===== src/rtl/rv32i_alu_arbiter.sv =====
// Round-robin arbiter sharing one rv32i ALU between two requesters.
// Each port owns a one-entry registered response slot.
module rv32i_alu_arbiter #(
    parameter int WIDTH = 32,
    parameter int OPW   = 6
) (
    input  logic             clk,
    input  logic             rst,
    input  logic             req0_valid,
    output logic             req0_ready,
    input  logic [WIDTH-1:0] req0_a,
    input  logic [WIDTH-1:0] req0_b,
    input  logic [OPW-1:0]   req0_op,
    output logic             rsp0_valid,
    input  logic             rsp0_ready,
    output logic [WIDTH-1:0] rsp0_res,
    output logic             rsp0_taken,
    input  logic             req1_valid,
    output logic             req1_ready,
    input  logic [WIDTH-1:0] req1_a,
    input  logic [WIDTH-1:0] req1_b,
    input  logic [OPW-1:0]   req1_op,
    output logic             rsp1_valid,
    input  logic             rsp1_ready,
    output logic [WIDTH-1:0] rsp1_res,
    output logic             rsp1_taken,
    output logic [WIDTH-1:0] alu_a,
    output logic [WIDTH-1:0] alu_b,
    output logic [OPW-1:0]   alu_op,
    input  logic [WIDTH-1:0] alu_res,
    input  logic             alu_taken,
    output logic             busy
);

    // Handshake: a transfer happens on a rising edge where valid && ready.
    logic             rr_ptr_q, rr_ptr_d;
    logic             rsp0_valid_q, rsp0_valid_d;
    logic [WIDTH-1:0] rsp0_res_q, rsp0_res_d;
    logic             rsp0_taken_q, rsp0_taken_d;
    logic             rsp1_valid_q, rsp1_valid_d;
    logic [WIDTH-1:0] rsp1_res_q, rsp1_res_d;
    logic             rsp1_taken_q, rsp1_taken_d;
    logic             elig0, elig1, contended, grant0, grant1;

    // A slot being drained this cycle is free to accept a new result.
    always_comb begin
        elig0     = req0_valid && (!rsp0_valid_q || rsp0_ready);
        elig1     = req1_valid && (!rsp1_valid_q || rsp1_ready);
        contended = elig0 && elig1;
        grant0    = !rst && elig0 && (!elig1 || !rr_ptr_q);
        grant1    = !rst && elig1 && (!elig0 || rr_ptr_q);
    end

    always_comb begin
        alu_a  = '0;
        alu_b  = '0;
        alu_op = '0;
        if (grant0) begin
            alu_a  = req0_a;
            alu_b  = req0_b;
            alu_op = req0_op;
        end else if (grant1) begin
            alu_a  = req1_a;
            alu_b  = req1_b;
            alu_op = req1_op;
        end
    end

    always_comb begin
        rsp0_valid_d = rsp0_valid_q;
        rsp0_res_d   = rsp0_res_q;
        rsp0_taken_d = rsp0_taken_q;
        rsp1_valid_d = rsp1_valid_q;
        rsp1_res_d   = rsp1_res_q;
        rsp1_taken_d = rsp1_taken_q;
        if (grant0) begin
            rsp0_valid_d = 1'b1;
            rsp0_res_d   = alu_res;
            rsp0_taken_d = alu_taken;
        end else if (rsp0_valid_q && rsp0_ready) begin
            rsp0_valid_d = 1'b0;
        end
        if (grant1) begin
            rsp1_valid_d = 1'b1;
            rsp1_res_d   = alu_res;
            rsp1_taken_d = alu_taken;
        end else if (rsp1_valid_q && rsp1_ready) begin
            rsp1_valid_d = 1'b0;
        end
        // Only a contended grant moves priority to the other port.
        rr_ptr_d = contended ? grant0 : rr_ptr_q;
    end

    always_ff @(posedge clk or posedge rst) begin
        if (rst) begin
            rr_ptr_q     <= 1'b0;
            rsp0_valid_q <= 1'b0;
            rsp0_res_q   <= '0;
            rsp0_taken_q <= 1'b0;
            rsp1_valid_q <= 1'b0;
            rsp1_res_q   <= '0;
            rsp1_taken_q <= 1'b0;
        end else begin
            rr_ptr_q     <= rr_ptr_d;
            rsp0_valid_q <= rsp0_valid_d;
            rsp0_res_q   <= rsp0_res_d;
            rsp0_taken_q <= rsp0_taken_d;
            rsp1_valid_q <= rsp1_valid_d;
            rsp1_res_q   <= rsp1_res_d;
            rsp1_taken_q <= rsp1_taken_d;
        end
    end

    assign req0_ready = grant0;
    assign req1_ready = grant1;
    assign rsp0_valid = rsp0_valid_q;
    assign rsp0_res   = rsp0_res_q;
    assign rsp0_taken = rsp0_taken_q;
    assign rsp1_valid = rsp1_valid_q;
    assign rsp1_res   = rsp1_res_q;
    assign rsp1_taken = rsp1_taken_q;
    assign busy       = rsp0_valid_q | rsp1_valid_q;

endmodule


===== config.mk =====
export PLATFORM = sky130hd
export DESIGN_NAME = rv32i_alu_arbiter
export DESIGN_NICKNAME = d
export VERILOG_FILES = /design/src/rtl/rv32i_alu_arbiter.sv
export SDC_FILE = /design/constraint.sdc
export NUM_CORES = 1
export LEC_CHECK = 0
export BUFFER_PORTS_ARGS = -buffer_cell sky130_fd_sc_hd__buf_2
export CORE_AREA = 2 2 123 125
export DETAILED_ROUTE_END_ITERATION = 7
export DIE_AREA = 0 0 125 127
export HOLD_SLACK_MARGIN = 0.15
export SETUP_SLACK_MARGIN = 0.1
export SYNTH_ARGS = -nofsm -noshare
export SYNTH_HDL_FRONTEND = slang
export SYNTH_SLANG_ARGS = --single-unit

===== constraint.sdc =====
create_clock -name clk -period 5.1 [get_ports clk]
set_clock_uncertainty 0.1 [all_clocks]
set_input_delay 1.02 -clock clk [delete_from_list [all_inputs] [get_ports clk]]
set_output_delay 1.02 -clock clk [all_outputs]
set_load 0.05 [all_outputs]

* Word level (Yosys, flattened, before mapping) *
Index checks and enable logic that the tools add are counted.

storage, ports and cells
  bits in registers = 69
  bits of input ports = 179
  output and inout port bits = 141
  word-level logic and storage cells = 39

cells by class
  muxes and demuxes = 10
  bitwise logic cells = 1
  reductions and logical operators = 21

operators with widths
  cell                 count
  $mux W32             4
  $mux W6              2
  $logic_and A1 B1 Y1  9
  $logic_not A1 Y1     6
  $logic_or A1 B1 Y1   4
  $mux W1              4
  $reduce_bool A2 Y1   2
  $or A1 B1 Y1         1

* Logic depth before layout (Yosys ltp) *
  word-level depth = 8
  depth in mapped cells = 5
  depth with buffers taken out = 3

* Worst setup path after synthesis *
OpenSTA, ideal clock, no wires.

  path type = input to output
  start = input rst
  end = output alu_a[22]
  arrival time = 4.452 ns
  required time = 3.980 ns
  path slack = -0.472 ns
  stages on the path = 5
  path buffers = 2
  path through = buf_2 -> inv_2 -> clkbuf_1 -> nand2_1 -> o32ai_1

between the ends
  longest elaborated chain between the ends = 5
  elaborated cells between the ends (all ways) = 7
  classes of those cells = 2 x mux; 5 x reduce/logical

RTL lines
  item                               line  RTL
  from (decl)                        8     input logic rst,
  $logic_not A1 Y1 (no line) (*)     --
  $logic_and A1 B1 Y1 (2 in series)  51    grant1 = !rst && elig1 && (!elig0 || rr_ptr_q);
  $mux W32                           62    end else if (grant1) begin
  $mux W32 (*)                       58    if (grant0) begin
  to (decl)                          27    output logic [WIDTH-1:0] alu_a,

Every way passes the cells marked *; elsewhere a longest branch is shown, timed or not.

* Worst setup path after layout *
  start = input req1_valid
  end = output alu_b[10]

between the ends
  longest elaborated chain between the ends = 5
  elaborated cells between the ends (all ways) = 8
  classes of those cells = 2 x mux; 6 x reduce/logical

RTL lines
  item                                                       line    RTL
  from (decl)                                                18      input logic req1_valid,
  $logic_and A1 B1 Y1 (*)                                    48      elig1 = req1_valid && (!rsp1_valid_q || rsp1_ready);
  $logic_and A1 B1 Y1 or $logic_not A1 Y1 (tied branches)    51, 50
  $logic_and A1 B1 Y1 or $logic_or A1 B1 Y1 (tied branches)  51, 50
  $mux W32 or $logic_and A1 B1 Y1 (tied branches)            62, 50
  $mux W32 (*)                                               58
  to (decl)                                                  28      output logic [WIDTH-1:0] alu_b,

Marked as above.

==> results.toml <==
[run_status]
outcome = "finished clean"

[route]
dr.pass1.iters = 4
drt-wirelength-per-cell_um = 15.1
viasPerCell = 4.60
drt_iter0_drc = 198
ant_nets = 0
drc_errors = 0
routed_wl_um = 13500
vias = 4112

[synthesis]
ys_ff_latch = 69
synth_nets = 580
synthArstFlopShare_pct = 100
yosysWarnings = 0
synth_cell_types = 20
synth_area_leaders = "dfrtp_1 (43%), mux2_2 (18%), o32ai_1 (15%), nand2_1 (6.9%), inv_1 (6.8%)"
synthTopCellsByCount = "nand2_1 (73), inv_1 (72), o32ai_1 (70)"
synth-edff-count = 0
synth.avg_cell_area_um2 = 9.95
synth_top_area_cell = "dfrtp_1"
seq_area_frac_synth_pct = 43.3
synth_area_um2 = 3990
synth_top_area_share_pct = 43.3
synth_ff_type = "dfrtp_1"
synth.most_common_cell = "nand2_1"
synth_cells = 401

[floorplanning]
rows = 44
die_area_um2 = 15900
num_io_pins = 320
die_h_um = 127
die_w_um = 125
initial_utilization_pct = 27.7
core-area_um2 = 14400

[sta]
max_clock_freq_mhz = 247
period_share_pct = 79.5
setup_viol = 0
rsz0062_at_grt = "no"
tightest_slew_ns = 0.871
hold_viol_final = 0
drv_slew = 0
fin_tns_setup_ns = 0
fin_crit_ns = 4.06
relSlewSlack_pct = 41.7

[setup_path]
cp.buffers_inverters = 3
start_kind = "input pin"
criticalPathCategory = "input pin to output pin"
cp_max_fo = 40
critical-path-max-stage-delay_ns = 0.71
arrival_ns = 2.94
crit_chain = "buf_2 > nand2_1 > o211ai_4 > buf_4 > o32ai_1 > buf_2"
r2r_start = "rr_ptr_q"
startpoint = "req1_valid"
slowest_stage = "o211ai_4"
cp_top_family = "buffers and inverters"
required_ns = 3.98
crit_top_cell = "buf_2"
end_kind = "output pin"

[final_layout]
n_fill_cell = 1490
nNetsFinal = 883
layout.cells.non_filler = 894
syn_to_final_growth_pct = 51.4
multi_input_area_um2 = 1800
seqCellArea_um2 = 1730
drive_gt1_share_pct = 58.5

[placement]
dp_hpwl_um = 9930
place_congestion = 0.799
portBuffers = 319
dp.cells = 877

[clock_tree]
worst_skew_pair.late_latency_ns = 0.32
htreeDepth = 3
root_buffer = "clkbuf_16"
cts_tree = "built"
cts_inserted_buffers = 9
cts_resized = 0
cts_buffer_depth = 2
cts_setup_buffers = 0
cts.sinks = 69
ctsHoldBuffers = 0
clk_pin_slew_ns = 0.05

[global_routing]
grt_pass1_vias = 4000
antenna_found_initial = 2
grt_max_degree = 83
grtUsageTotal_pct = 16.2
grt_pass1_wl_um = 21100
grt_remaining_overflow = 0

[pwr]
peakVddDrop_uv = 453
power.leakage_nw = 3.31
powerDensity_nw_per_um2 = 495

[run]
max_cap_viol_count = 0

[hold_path]
hold_start = "rsp0_res[1]"
hp-class = "flip-flop to flip-flop"
-- per-stage QoR --
stage | total power [mW] | util, % | hold slack [ns] | area, µm² | worst slack [ns]
floorplan | 1.94 | - | 0.417 | 3990 | 0.714
global placement | 2.30 | 39.5 | 0.370 | 5690 | 1.00
detailed placement | 2.31 | 39.5 | 0.376 | 5690 | 1.02
CTS | 3.02 | 41.9 | 0.389 | 6040 | 1.02
global route | 3.14 | 41.9 | 0.406 | 6040 | 0.826
finish | 2.99 | 41.9 | 0.386 | 6040 | 1.04
-- per-layer routing --
layer | vias to the layer above | part of all wire (%) | global-route usage, %
met5 | - | 0.037 | 0
met3 | 7 | 9.7 | 5.78
met2 | 196 | 48 | 26.6
met4 | 2 | 0.61 | 4.44
li1 | 2002 | - | -
met1 | 1905 | 42 | 20.2
-- where the power goes --
part           internal [mW]  leakage [nW]  switching [mW]  total (mW)
clock                  0.480         0.172           0.219       0.699
sequential             0.715         0.811          0.0782       0.793
combinational          0.387          2.33            1.11        1.50
-- path summary, 6_finish.rpt --
path                       cells after the start      endpoint  slack [ns]
setup reg to reg                               4  rsp1_res[28]        3.21
hold / removal                                 1   rsp0_res[1]        0.39
min in group asynchronous                      2  rsp1_res[24]        0.77
max in group asynchronous                      3  rsp0_res[22]        3.15
setup / recovery                               6     alu_b[10]        1.04
hold reg to reg                                1   rsp0_res[1]        0.39
-- area by class of cell --
cell class / count / share of cell area, %
well taps: 184 / 3.81
inverters: 73 / 4.58
multi-input cells: 224 / 29.8
diodes: 1 / 0.0414
repair buffers: 327 / 27.4
clock buffers: 13 / 4.64
clock inverters: 3 / 1.08
flip-flops and latches: 69 / 28.6
-- sequential cells by signal, indices dropped and copies added, names as in the netlist --
register    count
rsp0_res       32
rsp0_valid      1
rr_ptr_q        1
rsp0_taken      1
rsp1_res       32
rsp1_taken      1
rsp1_valid      1
-- placed cells by master, fill, tap and decap left out --
| cell type | synthesis | final |
|---|---|---|
| nor2b_4 | 1 | 1 |
| bufinv_16 | 0 | 2 |
| diode_2 | 0 | 1 |
| inv_4 | 0 | 1 |
| and2b_4 | 2 | 2 |
| clkbuf_16 | 0 | 9 |
| nand2_1 | 73 | 73 |
| nand4_1 | 1 | 1 |
| mux2_1 | 4 | 4 |
| or2_2 | 1 | 1 |
| dfrtp_1 | 69 | 69 |
| buf_2 | 13 | 319 |
| clkinv_2 | 0 | 1 |
| buf_4 | 0 | 8 |
| o211ai_4 | 2 | 4 |
| inv_1 | 72 | 72 |
| o32ai_1 | 70 | 70 |
| and2b_1 | 1 | 1 |
| nor2_1 | 1 | 1 |
| mux2_2 | 63 | 63 |
| nand2b_1 | 3 | 3 |
| clkbuf_8 | 0 | 4 |
-- cell families after synthesis --
kind of cell / synth area share (%)
AO/OA/AOI/OAI: 17.1
buffers and inverters: 12.0
flip-flops: 43.3
multiplexers: 18.9
AND/OR/NAND/NOR: 8.78
No activity file was read; power rests on OpenSTA's default activity.
